[src/rtl/transpose_addr_gen_pkg.sv]
// Shared types and elaboration-time stride math for the tiled transpose address generator.
package transpose_pkg;

   typedef enum logic [1:0] {
      ST_IDLE = 2'd0,
      ST_RUN  = 2'd1,
      ST_DONE = 2'd2
   } state_e;

   localparam logic MODE_TRANSPOSE = 1'b0;
   localparam logic MODE_COPY      = 1'b1;

   // Which counter level advances on a beat; the outermost carry wins.
   typedef enum logic [1:0] {
      STEP_C  = 2'd0,
      STEP_R  = 2'd1,
      STEP_TC = 2'd2,
      STEP_TR = 2'd3
   } step_e;

   // Byte delta between consecutive pairs for the given carry level.
   // Row-major (source / copy) or column-major (transpose destination) layout.
   function automatic int stride_bytes(step_e step, bit transpose, int rows, int cols,
                                       int tile, int eb);
      int elems;
      elems = 0;
      if (!transpose) begin
         case (step)
            STEP_C:  elems = 1;
            STEP_R:  elems = cols - (tile - 1);
            STEP_TC: elems = 1 - (tile - 1) * cols;
            default: elems = 1;
         endcase
      end else begin
         case (step)
            STEP_C:  elems = rows;
            STEP_R:  elems = 1 - (tile - 1) * rows;
            STEP_TC: elems = rows - (tile - 1);
            default: elems = 1 - (cols - 1) * rows;
         endcase
      end
      return elems * eb;
   endfunction

endpackage

[src/rtl/transpose_addr_gen_if.sv]
// Address-pair stream from the generator to the memory read/write engine.
interface transpose_addr_gen_if #(
   parameter int ADDR_WIDTH = 8
);
   logic                  out_valid;
   logic                  out_ready;
   logic [ADDR_WIDTH-1:0] src_addr;
   logic [ADDR_WIDTH-1:0] dst_addr;
   logic                  last;

   modport master (output out_valid, src_addr, dst_addr, last, input out_ready);
   modport slave  (input out_valid, src_addr, dst_addr, last, output out_ready);
endinterface

[src/rtl/transpose_addr_gen_tile_counter.sv]
// Nested wrap counter over (c, r, tc, tr); wrap[0]=c, [1]=r, [2]=tc, [3]=tr at maximum.
module tile_counter #(
   parameter int TILE   = 2,
   parameter int TC_NUM = 4,
   parameter int TR_NUM = 4
) (
   input  logic       clk,
   input  logic       rst_n,
   input  logic       clr,
   input  logic       adv,
   output logic [3:0] wrap
);

   localparam int TW  = (TILE   > 1) ? $clog2(TILE)   : 1;
   localparam int TCW = (TC_NUM > 1) ? $clog2(TC_NUM) : 1;
   localparam int TRW = (TR_NUM > 1) ? $clog2(TR_NUM) : 1;

   logic [TW-1:0]  c_cnt;
   logic [TW-1:0]  r_cnt;
   logic [TCW-1:0] tc_cnt;
   logic [TRW-1:0] tr_cnt;

   assign wrap[0] = (c_cnt  == TW'(TILE - 1));
   assign wrap[1] = (r_cnt  == TW'(TILE - 1));
   assign wrap[2] = (tc_cnt == TCW'(TC_NUM - 1));
   assign wrap[3] = (tr_cnt == TRW'(TR_NUM - 1));

   always_ff @(posedge clk) begin
      if (!rst_n || clr) begin
         c_cnt  <= '0;
         r_cnt  <= '0;
         tc_cnt <= '0;
         tr_cnt <= '0;
      end else if (adv) begin
         if (!wrap[0]) begin
            c_cnt <= c_cnt + TW'(1);
         end else begin
            c_cnt <= '0;
            if (!wrap[1]) begin
               r_cnt <= r_cnt + TW'(1);
            end else begin
               r_cnt <= '0;
               if (!wrap[2]) begin
                  tc_cnt <= tc_cnt + TCW'(1);
               end else begin
                  tc_cnt <= '0;
                  tr_cnt <= wrap[3] ? '0 : tr_cnt + TRW'(1);
               end
            end
         end
      end
   end

endmodule

[src/rtl/transpose_addr_gen.sv]
// Self-sequencing tiled transpose/copy address generator: one start, ROWS*COLS address pairs.
//
// state   | meaning
// --------+---------------------------------------------------------
// IDLE    | waiting for start; outputs quiet
// RUN     | presenting address pairs, one per accepted handshake
// DONE    | one-cycle done pulse; start is dropped here
module transpose_addr_gen
   import transpose_pkg::*;
#(
   parameter int DATA_WIDTH = 32,
   parameter int ROWS       = 8,
   parameter int COLS       = 8,
   parameter int TILE       = 2,
   parameter int ADDR_WIDTH = 8
) (
   input  logic                  clk,
   input  logic                  rst_n,
   input  logic                  start,
   input  logic                  mode,
   input  logic [ADDR_WIDTH-1:0] src_base,
   input  logic [ADDR_WIDTH-1:0] dst_base,
   transpose_addr_gen_if.master  strm,
   output logic                  busy,
   output logic                  done
);

   localparam int EB    = DATA_WIDTH / 8;
   localparam int BEATS = ROWS * COLS;
   localparam int BW    = (BEATS > 1) ? $clog2(BEATS) : 1;

   localparam logic [1:0] S_IDLE = ST_IDLE;
   localparam logic [1:0] S_RUN  = ST_RUN;
   localparam logic [1:0] S_DONE = ST_DONE;

   localparam logic [ADDR_WIDTH-1:0] SRC_C  = ADDR_WIDTH'(stride_bytes(STEP_C,  1'b0, ROWS, COLS, TILE, EB));
   localparam logic [ADDR_WIDTH-1:0] SRC_R  = ADDR_WIDTH'(stride_bytes(STEP_R,  1'b0, ROWS, COLS, TILE, EB));
   localparam logic [ADDR_WIDTH-1:0] SRC_TC = ADDR_WIDTH'(stride_bytes(STEP_TC, 1'b0, ROWS, COLS, TILE, EB));
   localparam logic [ADDR_WIDTH-1:0] SRC_TR = ADDR_WIDTH'(stride_bytes(STEP_TR, 1'b0, ROWS, COLS, TILE, EB));
   localparam logic [ADDR_WIDTH-1:0] TRN_C  = ADDR_WIDTH'(stride_bytes(STEP_C,  1'b1, ROWS, COLS, TILE, EB));
   localparam logic [ADDR_WIDTH-1:0] TRN_R  = ADDR_WIDTH'(stride_bytes(STEP_R,  1'b1, ROWS, COLS, TILE, EB));
   localparam logic [ADDR_WIDTH-1:0] TRN_TC = ADDR_WIDTH'(stride_bytes(STEP_TC, 1'b1, ROWS, COLS, TILE, EB));
   localparam logic [ADDR_WIDTH-1:0] TRN_TR = ADDR_WIDTH'(stride_bytes(STEP_TR, 1'b1, ROWS, COLS, TILE, EB));

   logic [1:0]            state;
   logic                  mode_q;
   logic [BW-1:0]         beats_left;
   logic [3:0]            wrap;
   logic                  fire;
   logic                  start_ok;
   step_e                 step;
   logic [ADDR_WIDTH-1:0] src_step;
   logic [ADDR_WIDTH-1:0] trn_step;
   logic [ADDR_WIDTH-1:0] dst_step;

   assign fire     = strm.out_valid && strm.out_ready;
   assign start_ok = (state == S_IDLE) && start;

   tile_counter #(
      .TILE   (TILE),
      .TC_NUM (COLS / TILE),
      .TR_NUM (ROWS / TILE)
   ) u_tile_counter (
      .clk   (clk),
      .rst_n (rst_n),
      .clr   (start_ok),
      .adv   (fire && !strm.last),
      .wrap  (wrap)
   );

   always_comb begin
      step     = STEP_TR;
      src_step = SRC_TR;
      trn_step = TRN_TR;
      if (!wrap[0])      step = STEP_C;
      else if (!wrap[1]) step = STEP_R;
      else if (!wrap[2]) step = STEP_TC;
      case (step)
         STEP_C:  begin src_step = SRC_C;  trn_step = TRN_C;  end
         STEP_R:  begin src_step = SRC_R;  trn_step = TRN_R;  end
         STEP_TC: begin src_step = SRC_TC; trn_step = TRN_TC; end
         default: begin src_step = SRC_TR; trn_step = TRN_TR; end
      endcase
      dst_step = (mode_q == MODE_COPY) ? src_step : trn_step;
   end

   always_ff @(posedge clk) begin
      if (!rst_n) begin
         state          <= S_IDLE;
         mode_q         <= MODE_TRANSPOSE;
         beats_left     <= '0;
         busy           <= 1'b0;
         done           <= 1'b0;
         strm.out_valid <= 1'b0;
         strm.last      <= 1'b0;
         strm.src_addr  <= '0;
         strm.dst_addr  <= '0;
      end else begin
         done <= 1'b0;
         case (state)
            S_IDLE: begin
               if (start) begin
                  state          <= S_RUN;
                  mode_q         <= mode;
                  beats_left     <= BW'(BEATS - 1);
                  busy           <= 1'b1;
                  strm.out_valid <= 1'b1;
                  strm.last      <= (BEATS == 1);
                  strm.src_addr  <= src_base;
                  strm.dst_addr  <= dst_base;
               end
            end
            S_RUN: begin
               if (fire) begin
                  if (strm.last) begin
                     state          <= S_DONE;
                     busy           <= 1'b0;
                     done           <= 1'b1;
                     strm.out_valid <= 1'b0;
                     strm.last      <= 1'b0;
                  end else begin
                     beats_left    <= beats_left - BW'(1);
                     strm.last     <= (beats_left == BW'(1));
                     strm.src_addr <= strm.src_addr + src_step;
                     strm.dst_addr <= strm.dst_addr + dst_step;
                  end
               end
            end
            S_DONE:  state <= S_IDLE;
            default: state <= S_IDLE;
         endcase
      end
   end

endmodule
[src/flat_wrapper.sv]
// flat-port wrapper written by rule: the top's interface ports become plain ports
module transpose_addr_gen_flat import transpose_pkg::*;
#(
   parameter int DATA_WIDTH = 32,
   parameter int ROWS       = 8,
   parameter int COLS       = 8,
   parameter int TILE       = 2,
   parameter int ADDR_WIDTH = 8
)
  (clk, rst_n, start, mode, src_base, dst_base, busy, done, strm_out_valid, strm_src_addr, strm_dst_addr, strm_last, strm_out_ready);
  transpose_addr_gen_if #(.ADDR_WIDTH(ADDR_WIDTH)) strm_i ();
  input  logic clk;
  input  logic rst_n;
  input  logic start;
  input  logic mode;
  input  logic [ADDR_WIDTH-1:0] src_base;
  input  logic [ADDR_WIDTH-1:0] dst_base;
  output logic busy;
  output logic done;
  output wire logic [$bits(strm_i.out_valid)-1:0] strm_out_valid;
  output wire logic [$bits(strm_i.src_addr)-1:0] strm_src_addr;
  output wire logic [$bits(strm_i.dst_addr)-1:0] strm_dst_addr;
  output wire logic [$bits(strm_i.last)-1:0] strm_last;
  input wire logic [$bits(strm_i.out_ready)-1:0] strm_out_ready;
  assign strm_out_valid = strm_i.out_valid;
  assign strm_src_addr = strm_i.src_addr;
  assign strm_dst_addr = strm_i.dst_addr;
  assign strm_last = strm_i.last;
  assign strm_i.out_ready = strm_out_ready;
  transpose_addr_gen #(.DATA_WIDTH(DATA_WIDTH), .ROWS(ROWS), .COLS(COLS), .TILE(TILE), .ADDR_WIDTH(ADDR_WIDTH)) u_core (.clk(clk), .rst_n(rst_n), .start(start), .mode(mode), .src_base(src_base), .dst_base(dst_base), .strm(strm_i), .busy(busy), .done(done));
endmodule
[config.mk]
export PLATFORM = sky130hd
export DESIGN_NAME = transpose_addr_gen_flat
export DESIGN_NICKNAME = d
export VERILOG_FILES = /design/src/rtl/transpose_addr_gen_pkg.sv /design/src/rtl/transpose_addr_gen_if.sv /design/src/rtl/transpose_addr_gen_tile_counter.sv /design/src/rtl/transpose_addr_gen.sv /design/src/flat_wrapper.sv
export SDC_FILE = /design/constraint.sdc
export NUM_CORES = 1
export LEC_CHECK = 0
export BUFFER_PORTS_ARGS = -buffer_cell sky130_fd_sc_hd__buf_2
export CAP_MARGIN = 15
export CORE_ASPECT_RATIO = 0.75
export CORE_MARGIN = 2
export CORE_UTILIZATION = 49
export DETAILED_ROUTE_END_ITERATION = 16
export PLACE_DENSITY_LB_ADDON = 0.15
export SYNTH_ARGS = -nofsm -noshare
export SYNTH_HDL_FRONTEND = slang
export SYNTH_HIERARCHICAL = 1
export SYNTH_SLANG_ARGS = --single-unit
[constraint.sdc]
create_clock -name clk -period 7.5 [get_ports clk]
set_clock_uncertainty 0.1 [all_clocks]
set_input_delay 0.375 -clock clk [delete_from_list [all_inputs] [get_ports clk]]
set_output_delay 0.375 -clock clk [all_outputs]
set_load 0.01 [all_outputs]
# Word level (Yosys, flattened, before mapping)
# Cells that the tools add are included.
dict set report classes {
  add_sub_neg 6
  n_eq_ne 9
  muxes 34
  n_reduce_logical 17
}
# operator n
set op_table {}
lappend op_table {{$mux W8} 7}
lappend op_table {{$pmux W8 S2} 3}
lappend op_table {{$pmux W8 S3} 1}
lappend op_table {{$mux W6} 3}
lappend op_table {{$add A8 B8 Y8} 2}
lappend op_table {{$mux W2} 6}
lappend op_table {{$pmux W6 S2} 1}
lappend op_table {{$reduce_and A3 Y1} 4}
lappend op_table {{$mux W1} 10}
lappend op_table {{$reduce_and A4 Y1} 2}
lappend op_table {{$eq A6 B1 Y1 const B} 1}
lappend op_table {{$sub A6 B1 Y6 const B} 1}
lappend op_table {{$eq A2 B1 Y1 const B} 2}
lappend op_table {{$eq A2 B2 Y1 const B} 2}
lappend op_table {{$logic_not A2 Y1} 2}
lappend op_table {{$ne A2 B1 Y1 const B} 2}
lappend op_table {{$ne A2 B2 Y1 const B} 2}
lappend op_table {{$pmux W1 S2} 2}
lappend op_table {{$pmux W2 S2} 1}
lappend op_table {{$reduce_and A2 Y1} 2}
lappend op_table {{$logic_and A1 B1 Y1} 3}
lappend op_table {{$add A1 B1 Y1 const B} 2}
lappend op_table {{$add A2 B1 Y2 const B} 1}
lappend op_table {{$logic_not A1 Y1} 2}
lappend op_table {{other kinds (2)} 2}
dict set report totals {
  reg_bits 32
  inputBits 21
  output_inout_bits 20
  word_cells 77
}

# Longest topological paths before layout
# Gate-level depths: netlist (run 1).
dict set report depth {
  ltp_word 11
  depth_mapped 11
}

# By module
# Netlist (run 1), hierarchy kept.
# module instances cells_each area_each_um2 seq_area_each_um2
set modules_own_cells {}
lappend modules_own_cells {transpose_addr_gen 1 200 1676.6 560.5}
lappend modules_own_cells {tile_counter 1 31 329.1 120.1}

# Least setup slack after synthesis (run 1)
# Ideal clock, no wire load.
dict set report synth_path {
  path_kind {register -> register}
  startpoint {reg u_core.u_tile_counter.tc_cnt[0]}
  endpoint {reg u_core.strm.dst_addr[7]}
  setup_time_ps 96
  arrival_time_ps 2325
  required_time_ps 7304
  slack_ps 4979
  path_stages_with_launch 10
  n_path_buf 0
  period_less_slack_ps 2521
  cell_sequence {dfxtp_1 ha_1 nand3b_1 o21ai_0 ha_1 a211oi_1 o21bai_1 a21oi_1 xor3_1 o41ai_2}
}
dict set report synth_via {
  elab_chain_len 11
  word_cells_on_any_way 14
  classes_between {add/sub: 1; eq/ne: 3; mux: 9; reduce/logical: 1}
}
# item line_no
set synth_rtl {}
lappend synth_rtl {{start: declaration} transpose_addr_gen_tile_counter.sv:20} ;# logic [TCW-1:0] tc_cnt;
lappend synth_rtl {{start signal: assignment} transpose_addr_gen_tile_counter.sv:44} ;# tc_cnt <= tc_cnt + TCW'(1);
lappend synth_rtl {{$eq A2 B2 Y1 *} transpose_addr_gen_tile_counter.sv:25} ;# assign wrap[2] = (tc_cnt == TCW'(TC_NUM - 1));
lappend synth_rtl {{via u_core.wrap[2]} transpose_addr_gen.sv:48} ;# logic [3:0] wrap;
lappend synth_rtl {{$mux W1 *} transpose_addr_gen.sv:77} ;# else if (!wrap[2]) step = STEP_TC;
lappend synth_rtl {{$mux W2 *} transpose_addr_gen.sv:76} ;# else if (!wrap[1]) step = STEP_R;
lappend synth_rtl {{$mux W2 *} transpose_addr_gen.sv:75} ;# if (!wrap[0]) step = STEP_C;
lappend synth_rtl {{$eq A2 B2 Y1 (tied with other cells)} transpose_addr_gen.sv:78} ;# case (step)
lappend synth_rtl {{$pmux W8 S3 or $pmux W8 S2 (tied branches)} transpose_addr_gen.sv:78}
lappend synth_rtl {{$mux W8 *} transpose_addr_gen.sv:84} ;# dst_step = (mode_q == MODE_COPY) ? src_step : trn_step;
lappend synth_rtl {{$add A8 B8 Y8 *} transpose_addr_gen.sv:125} ;# strm.dst_addr <= strm.dst_addr + dst_step;
lappend synth_rtl {{$mux W8 *} transpose_addr_gen.sv:115} ;# if (strm.last) begin
lappend synth_rtl {{$mux W8 *} transpose_addr_gen.sv:114} ;# if (fire) begin
lappend synth_rtl {{$pmux W8 S2 *} transpose_addr_gen.sv:100} ;# case (state)
lappend synth_rtl {{end signal: assignment} transpose_addr_gen.sv:110} ;# strm.dst_addr <= dst_base;
lappend synth_rtl {{end signal: assignment} transpose_addr_gen.sv:125}
lappend synth_rtl {{end: declaration} transpose_addr_gen_if.sv:11} ;# modport master (output out_valid, src_addr, dst_addr, last, input out_ready);
# The timed path passes the listed nets; every way through them passes the cells marked *. The select of a mux whose other input is x is not followed.
# A chain may end at the register's enable or synchronous reset.

# Final worst setup path (run 1)
# Same ends and word-level chain as after synthesis.

==> results of run 1 <==
-- sequential cells by signal, indices dropped and copies added, names as in the netlist --
name	flops
u_core/strm.dst_addr	8
u_core/strm.src_addr	8
u_core/beats_left	6
u_core/state	2
u_core/u_tile_counter/tc_cnt	2
u_core/busy	1
u_core/done	1
u_core/mode_q	1
u_core/strm.last	1
u_core/u_tile_counter/c_cnt	1
u_core/u_tile_counter/r_cnt	1
-- worst max-delay path by stage --
stage	startpoint	endpoint	slack, ps	depth (start not counted)
floorplan	u_core/u_tile_counter/tc_cnt[0]$_SDFFE_PP0P_	u_core/strm.dst_addr[7]$_SDFFE_PN0P_	4990	9
global placement	u_core/u_tile_counter/tc_cnt[0]$_SDFFE_PP0P_	u_core/strm.dst_addr[7]$_SDFFE_PN0P_	4860	9
detailed placement	u_core/u_tile_counter/tc_cnt[0]$_SDFFE_PP0P_	u_core/strm.dst_addr[7]$_SDFFE_PN0P_	4760	9
CTS	u_core/u_tile_counter/tc_cnt[0]$_SDFFE_PP0P_	u_core/strm.dst_addr[7]$_SDFFE_PN0P_	4740	9
global route	u_core/u_tile_counter/tc_cnt[0]$_SDFFE_PP0P_	u_core/strm.dst_addr[7]$_SDFFE_PN0P_	4430	9
finish	u_core/u_tile_counter/tc_cnt[0]$_SDFFE_PP0P_	u_core/strm.dst_addr[7]$_SDFFE_PN0P_	4710	9
-- critical path, delay by kind of cell (launching register included) --
| kind | cells | cell delay, ps |
|---|---|---|
| AOI/OAI and AO/OA | 5 | 1210 |
| adders and majority gates | 2 | 550 |
| xor gates and xnor gates | 1 | 240 |
| DFF | 1 | 320 |
| and+or+nand+nor | 1 | 260 |
-- cell type report --
| type | count | area (µm²) |
|---|---|---|
| fillers | 353 | 1500 |
| multi-input cells | 164 | 1120 |
| flip-flops and latches | 32 | 641 |
| repair buffers | 41 | 208 |
| clock buffers | 6 | 72.6 |
| well taps | 52 | 65.1 |
| inverters | 12 | 45.0 |
| clock inverters | 2 | 35.0 |
-- layer usage --
layer / up-vias / GRT usage, % / share of wire, %
li1: 860 / - / -
met1: 772 / 31.0 / 52
met2: 47 / 29.9 / 42
met3: 8 / 6.26 / 5.1
met4: 0 / 9.27 / 1.4
met5: - / 0 / 0
-- through the flow --
step           worst slack [ps]  cell area, µm²  std cells  util [%]  power [mW]
6_report                   4710            2190        309      59.4       0.448
5_1_grt                    4430            2190        309      59.4       0.473
4_1_cts                    4740            2190        309      59.4       0.452
3_5_place_dp               4760            2080        301      56.5       0.285
3_3_place_gp               4860            2080        301      56.5       0.285
2_1_floorplan              4990            1890        221         -       0.261
-- where the power goes --
group | switching, mW | internal, mW | total, mW
clock network | 0.0676 | 0.0986 | 0.166
logic | 0.0480 | 0.0380 | 0.0859
registers | 0.0130 | 0.183 | 0.196
==> results.md, run 1 <==
- WS Path Type: reg2reg
- CTS tree: yes
- RSZ-0062 raised after global routing: no
- Diode count: 0
- Cell Rows: 19
- Avg WL per Cell: 13.5 µm
- Largest net degree at the start of global routing: 28
- Drc violations: 0
- CP Max Fanout: 4
- Vias in the first global route: 1,518
- Gr usage total: 21.6%
- Worst hold stages: 3
- CTS Buf Count: 5
- Routability cong.: 0.801
- Die ar.: 4380 µm²
- Fin Setup TNS: 0 ps
- Fmax: 359 MHz
- NumNets Final: 291
- Postcts setup bufs: 0
- Antenna viol nets, final: 0
- Via count: 1,687
- DPL Wire Length: 2980 µm
- CP endpoint kind: flip-flop
- Synth warn: 6
- Area growth from synthesis to layout: 15.7%
- Worst min path class: in2reg
- Clk_lat worst skew: 290 ps
- Final Max Slew Viols: 0
- First-pass GRT wire length: 7090 µm
- Iteration count of the initial detailed-routing pass: 4
- Max clock buf depth: 2
- Most frequent cells in the layout: buf_2 (40), dfxtp_1 (32), nand2_1 (22), nor2_1 (19), a21oi_1 (18)
- Min cycle time layout: 2790 ps
- Startpoint Class: flip-flop
- Most common cell after layout, fill and taps aside: buf_2
- Mapped cell area: 1890 µm²
- Initial antenna violation count: 0
- Final Hold Violating Endpoints: 0
- Post-CTS Resized: 0
- CTS hold repair buffers: 0
- Reg2reg start: u_core/u_tile_counter/tc_cnt[0]$_SDFFE_PP0P_
- Starting Density: 51.3%
- Period utilisation layout: 37.2%
- Root Driver: clkbuf_8
- Hold Slack: 218 ps
- Hold Crit Endpoint: u_core/strm.dst_addr[0]$_SDFFE_PN0P_
- Avg Cell Area, Syn: 8.56 µm²
- Ratio of cells with drive above 1 in the final layout: 19.8%
- Worst slew pin tran: 797 ps
- Setup slack, reg-to-reg: 4710 ps
- Worst slew margin: 46.5%
- Syn Inst Count: 221
- CP Data Arrival Time: 2880 ps
- Die width: 75.8 µm
- Via density per instance: 5.46
- Worst IR Drop VDD: 0.119 mV
- Syn nets: 256
- Reg2Reg Depth: 9
- Max Cap Viol: 0
- Vert. Die Dim: 57.8 µm
- Clk pin slew, worst setup/hold paths: 70 ps
- Hold Path Origin: dst_base[0]
- PortBufs: 40
- CP max-delay cell: o21ai_0
- Grt total ovfl: 0
- Drt initial violations: 81
- Endpoints failing setup: 0
- Leak: 0.930 nW
- Cell repeated most along the worst path: ha_1
- Core Area: 3680 µm²
- Io pins: 41
- CTS Sinks: 32
- H-tree depth: 2
- Status: finished clean
- Crit-path max cell delay: 380 ps
- Total detailed-routing wirelength: 4180 µm
- Worst Path Required: 7600 ps
- Crit path cell chain: ha_1 > nand3b_1 > o21ai_0 > ha_1 > a211oi_1 > o21bai_1 > a21oi_1 > xor3_1 > o41ai_2
- Power per Cell Area: 205 nW/µm²
- R2r endpoint: u_core/strm.dst_addr[7]$_SDFFE_PN0P_
Note: power is estimated with default switching activity, not from simulation.
==> inputs of run 2 (changes only) <==
Clock period 7.5 ns to 2.7 ns, I/O delays scaled along.
==> run 2 against run 1 <==
Net effect: first-iteration DRC count is 64% higher; clock power rose to 2.8 times the previous value; highest routed layer unchanged; non-clock buffer count is 12 higher; largest cell class unchanged.
==> results.md, run 2 (synthesis gave the netlist of run 1 again) <==
- Status: finished clean
- Max Cap Viol: 0 (unchanged)
- DR WL met3: 225 µm (+4.7%)
- Buf/Inv on CP: 0 (unchanged)
- Clk pin slew, worst setup/hold paths: 70 ps (about the same)
- Uppermost routed layer: met4
- Fin Setup TNS: 0 ps (unchanged)
- CP endpoint kind: flip-flop
- Reg2reg start: u_core/u_tile_counter/tc_cnt[0]$_SDFFE_PP0P_
- Post-route insts no fill: 321 (+3.9%)
- Pint: 0.899 mW (+180%)
- Endpoints failing setup: 0 (unchanged)
- DPL Wire Length: 3200 µm (+7.5%)
- Final-layout fill cell count: 324 (-8.2%)
- Worst slew pin tran: 694 ps (-104 ps)
- Worst min path class: in2reg
- R2r endpoint: u_core/strm.dst_addr[6]$_SDFFE_PN0P_
- Iteration count of the initial detailed-routing pass: 4 (unchanged)
- Core Area: 3680 µm² (unchanged)
- Routability cong.: 0.772 (-3.6%)
- Worst IR Drop VDD: 0.292 mV (+140%)
- Reg2Reg Depth: 9 (unchanged)
- Total detailed-routing wirelength: 4480 µm (+7.3%)
- Pwr Total: 1.27 mW (+180%)
- Cell repeated most along the worst path: ha_1
- Met1 wire length: 2310 µm (+7.3%)
- Antenna viol nets, final: 0 (unchanged)
- Crit path max-delay family: simple AND/OR/NAND/NOR gates
- Worst slew margin: 53.8% (+7.3 points)
- PortBufs: 40 (unchanged)
- Gr usage total: 21.6% (+0.044 points)
- Clk_lat worst skew: 290 ps (about the same)
- Io pins: 41 (unchanged)
- Root Driver: clkbuf_8
- Clock power share: 36.9% (-0.2 points)
- Diode count: 0 (unchanged)
- Most frequent cells in the layout: buf_2 (40), dfxtp_1 (32), nand2_1 (22), nor2_1 (19), a21oi_1 (18)
- Leak: 0.985 nW (+5.9%)
- Crit path cell chain: ha_1 > nand3b_1 > o21ai_1 > ha_1 > nor2b_1 > o21a_1 > or4_1 > a32oi_1 > nor2_1
- Postcts setup bufs: 0 (unchanged)
- Die width: 75.8 µm (unchanged)
- Seq pwr share: 42.8% (-0.9 points)
- WS Path Type: reg2reg
- Power per Cell Area: 551 nW/µm² (+170%)
- Comb power frac: 20.3% (+1.1 points)
- Hold Slack: 25.6 ps (-193 ps)
- NumNets Final: 303 (+4.1%)
- Min cycle time layout: 2480 ps (-312 ps)
- Vias in the first global route: 1,458 (-4.0%)
- Drc violations: 0 (unchanged)
- H-tree depth: 2 (unchanged)
- CTS Sinks: 32 (unchanged)
- Placed insts: 308 (+2.3%)
- Fmax: 404 MHz (+13%)
- Starting Density: 51.3% (unchanged)
- Top Registers: u_core/strm.dst_addr (8), u_core/strm.src_addr (8), u_core/beats_left (6)
- Startpoint Class: flip-flop
- CP max-delay cell: or4_1
- Most common cell after layout, fill and taps aside: buf_2
- RSZ-0062 raised after global routing: no
- Ratio of cells with drive above 1 in the final layout: 22.3% (+2.5 points)
- Cell depth of the worst setup path: 9 (unchanged)
- Vert. Die Dim: 57.8 µm (unchanged)
- Setup slack, reg-to-reg: 220 ps (-4490 ps)
- Sw frac: 29.1% (+0.40 points)
- Largest net degree at the start of global routing: 26 (-7.1%)
- Via count: 1,720 (+2.0%)
- CP Max Fanout: 4 (unchanged)
- Via density per instance: 5.36 (-1.9%)
- Crit-path max cell delay: 390 ps (about the same)
- Final Max Slew Viols: 0 (unchanged)
- Crit. Startpoint: u_core/u_tile_counter/tc_cnt[0]$_SDFFE_PP0P_
- Grt total ovfl: 0 (unchanged)
- Cell Rows: 19 (unchanged)
- CTS Buf Count: 5 (unchanged)
- Max clock buf depth: 2 (unchanged)
- Avg WL per Cell: 14.0 µm (+3.3%)
- CTS tree: yes
- Initial antenna violation count: 0 (unchanged)
- Net Switching: 0.369 mW (+190%)
- CP Data Arrival Time: 2560 ps (-320 ps)
- Final Hold Violating Endpoints: 0 (unchanged)
- Worst Setup EP: u_core/strm.dst_addr[6]$_SDFFE_PN0P_
- First-pass GRT wire length: 7010 µm (-1.1%)
- Area growth from synthesis to layout: 21.6%
- Met2 routed WL: 1880 µm (+7.2%)
- Drt initial violations: 133 (+64%)
- Period utilisation layout: 91.7% (+55 points)
- Worst Path Required: 2780 ps (-4820 ps)
- Die ar.: 4380 µm² (unchanged)
-- run 2: power groups by stage --
stage	combinational, mW	sequential, mW	clock [mW]
after detailed placement	0.248	0.554	0
after global placement	0.246	0.553	0
after floorplan	0.169	0.556	0
after CTS	0.255	0.543	0.482
final	0.257	0.543	0.468
after global routing	0.284	0.548	0.495
-- run 2: worst min path at each step --
stage,slack (ps),startpoint,endpoint,cells after the start
after detailed placement,280,mode,u_core/mode_q$_SDFFE_PN0P_,3
after CTS,20,dst_base[2],u_core/strm.dst_addr[2]$_SDFFE_PN0P_,3
after floorplan,150,rst_n,u_core/beats_left[2]$_SDFFE_PN0P_,1
after global placement,280,mode,u_core/mode_q$_SDFFE_PN0P_,3
after global routing,40,dst_base[5],u_core/strm.dst_addr[5]$_SDFFE_PN0P_,3
final,30,dst_base[2],u_core/strm.dst_addr[2]$_SDFFE_PN0P_,3
-- run 2: worst register-to-register path, stage by stage, from the launching register on --
cell and delay [ps]:
dfxtp_1 330, ha_1 230, nand3b_1 180, o21ai_1 240, ha_1 310, nor2b_1 160, o21a_1 170, or4_1 390
a32oi_1 200, nor2_1 60
-- run 2: cell type report --
class                   instances  area [µm²]  share of cell area [%]
inverters                      12        45.0                    1.96
multi-input cells             164        1130                    49.0
clock inverters                 3        42.5                    1.85
flip-flops and latches         32         641                    27.9
repair buffers                 53         310                    13.5
well taps                      52        65.1                    2.83
clock buffers                   5        68.8                    2.99
-- run 2: layer usage --
| metal | vias up | global-route usage (%) |
|---|---|---|
| met5 | - | 0 |
| met4 | 0 | 9.02 |
| met3 | 6 | 4.70 |
| met2 | 47 | 29.9 |
| met1 | 781 | 32.2 |
| li1 | 886 | - |
-- run 2: metrics by stage --
| step | instance area, µm² | setup WS [ps] | util [%] |
|---|---|---|---|
| after floorplan | 1890 | 191 | - |
| after global placement | 2130 | 166 | 57.9 |
| after detailed placement | 2130 | 68.3 | 57.9 |
| after CTS | 2290 | 66.0 | 62.3 |
| after global routing | 2300 | 15.5 | 62.4 |
| final | 2300 | 224 | 62.4 |
-- run 2: timing repair --
item,CTS,global route
endpoints found under the setup margin,0,2
resized for setup,0,2
hold endpoints to repair,5,0
hold buffers,5,0
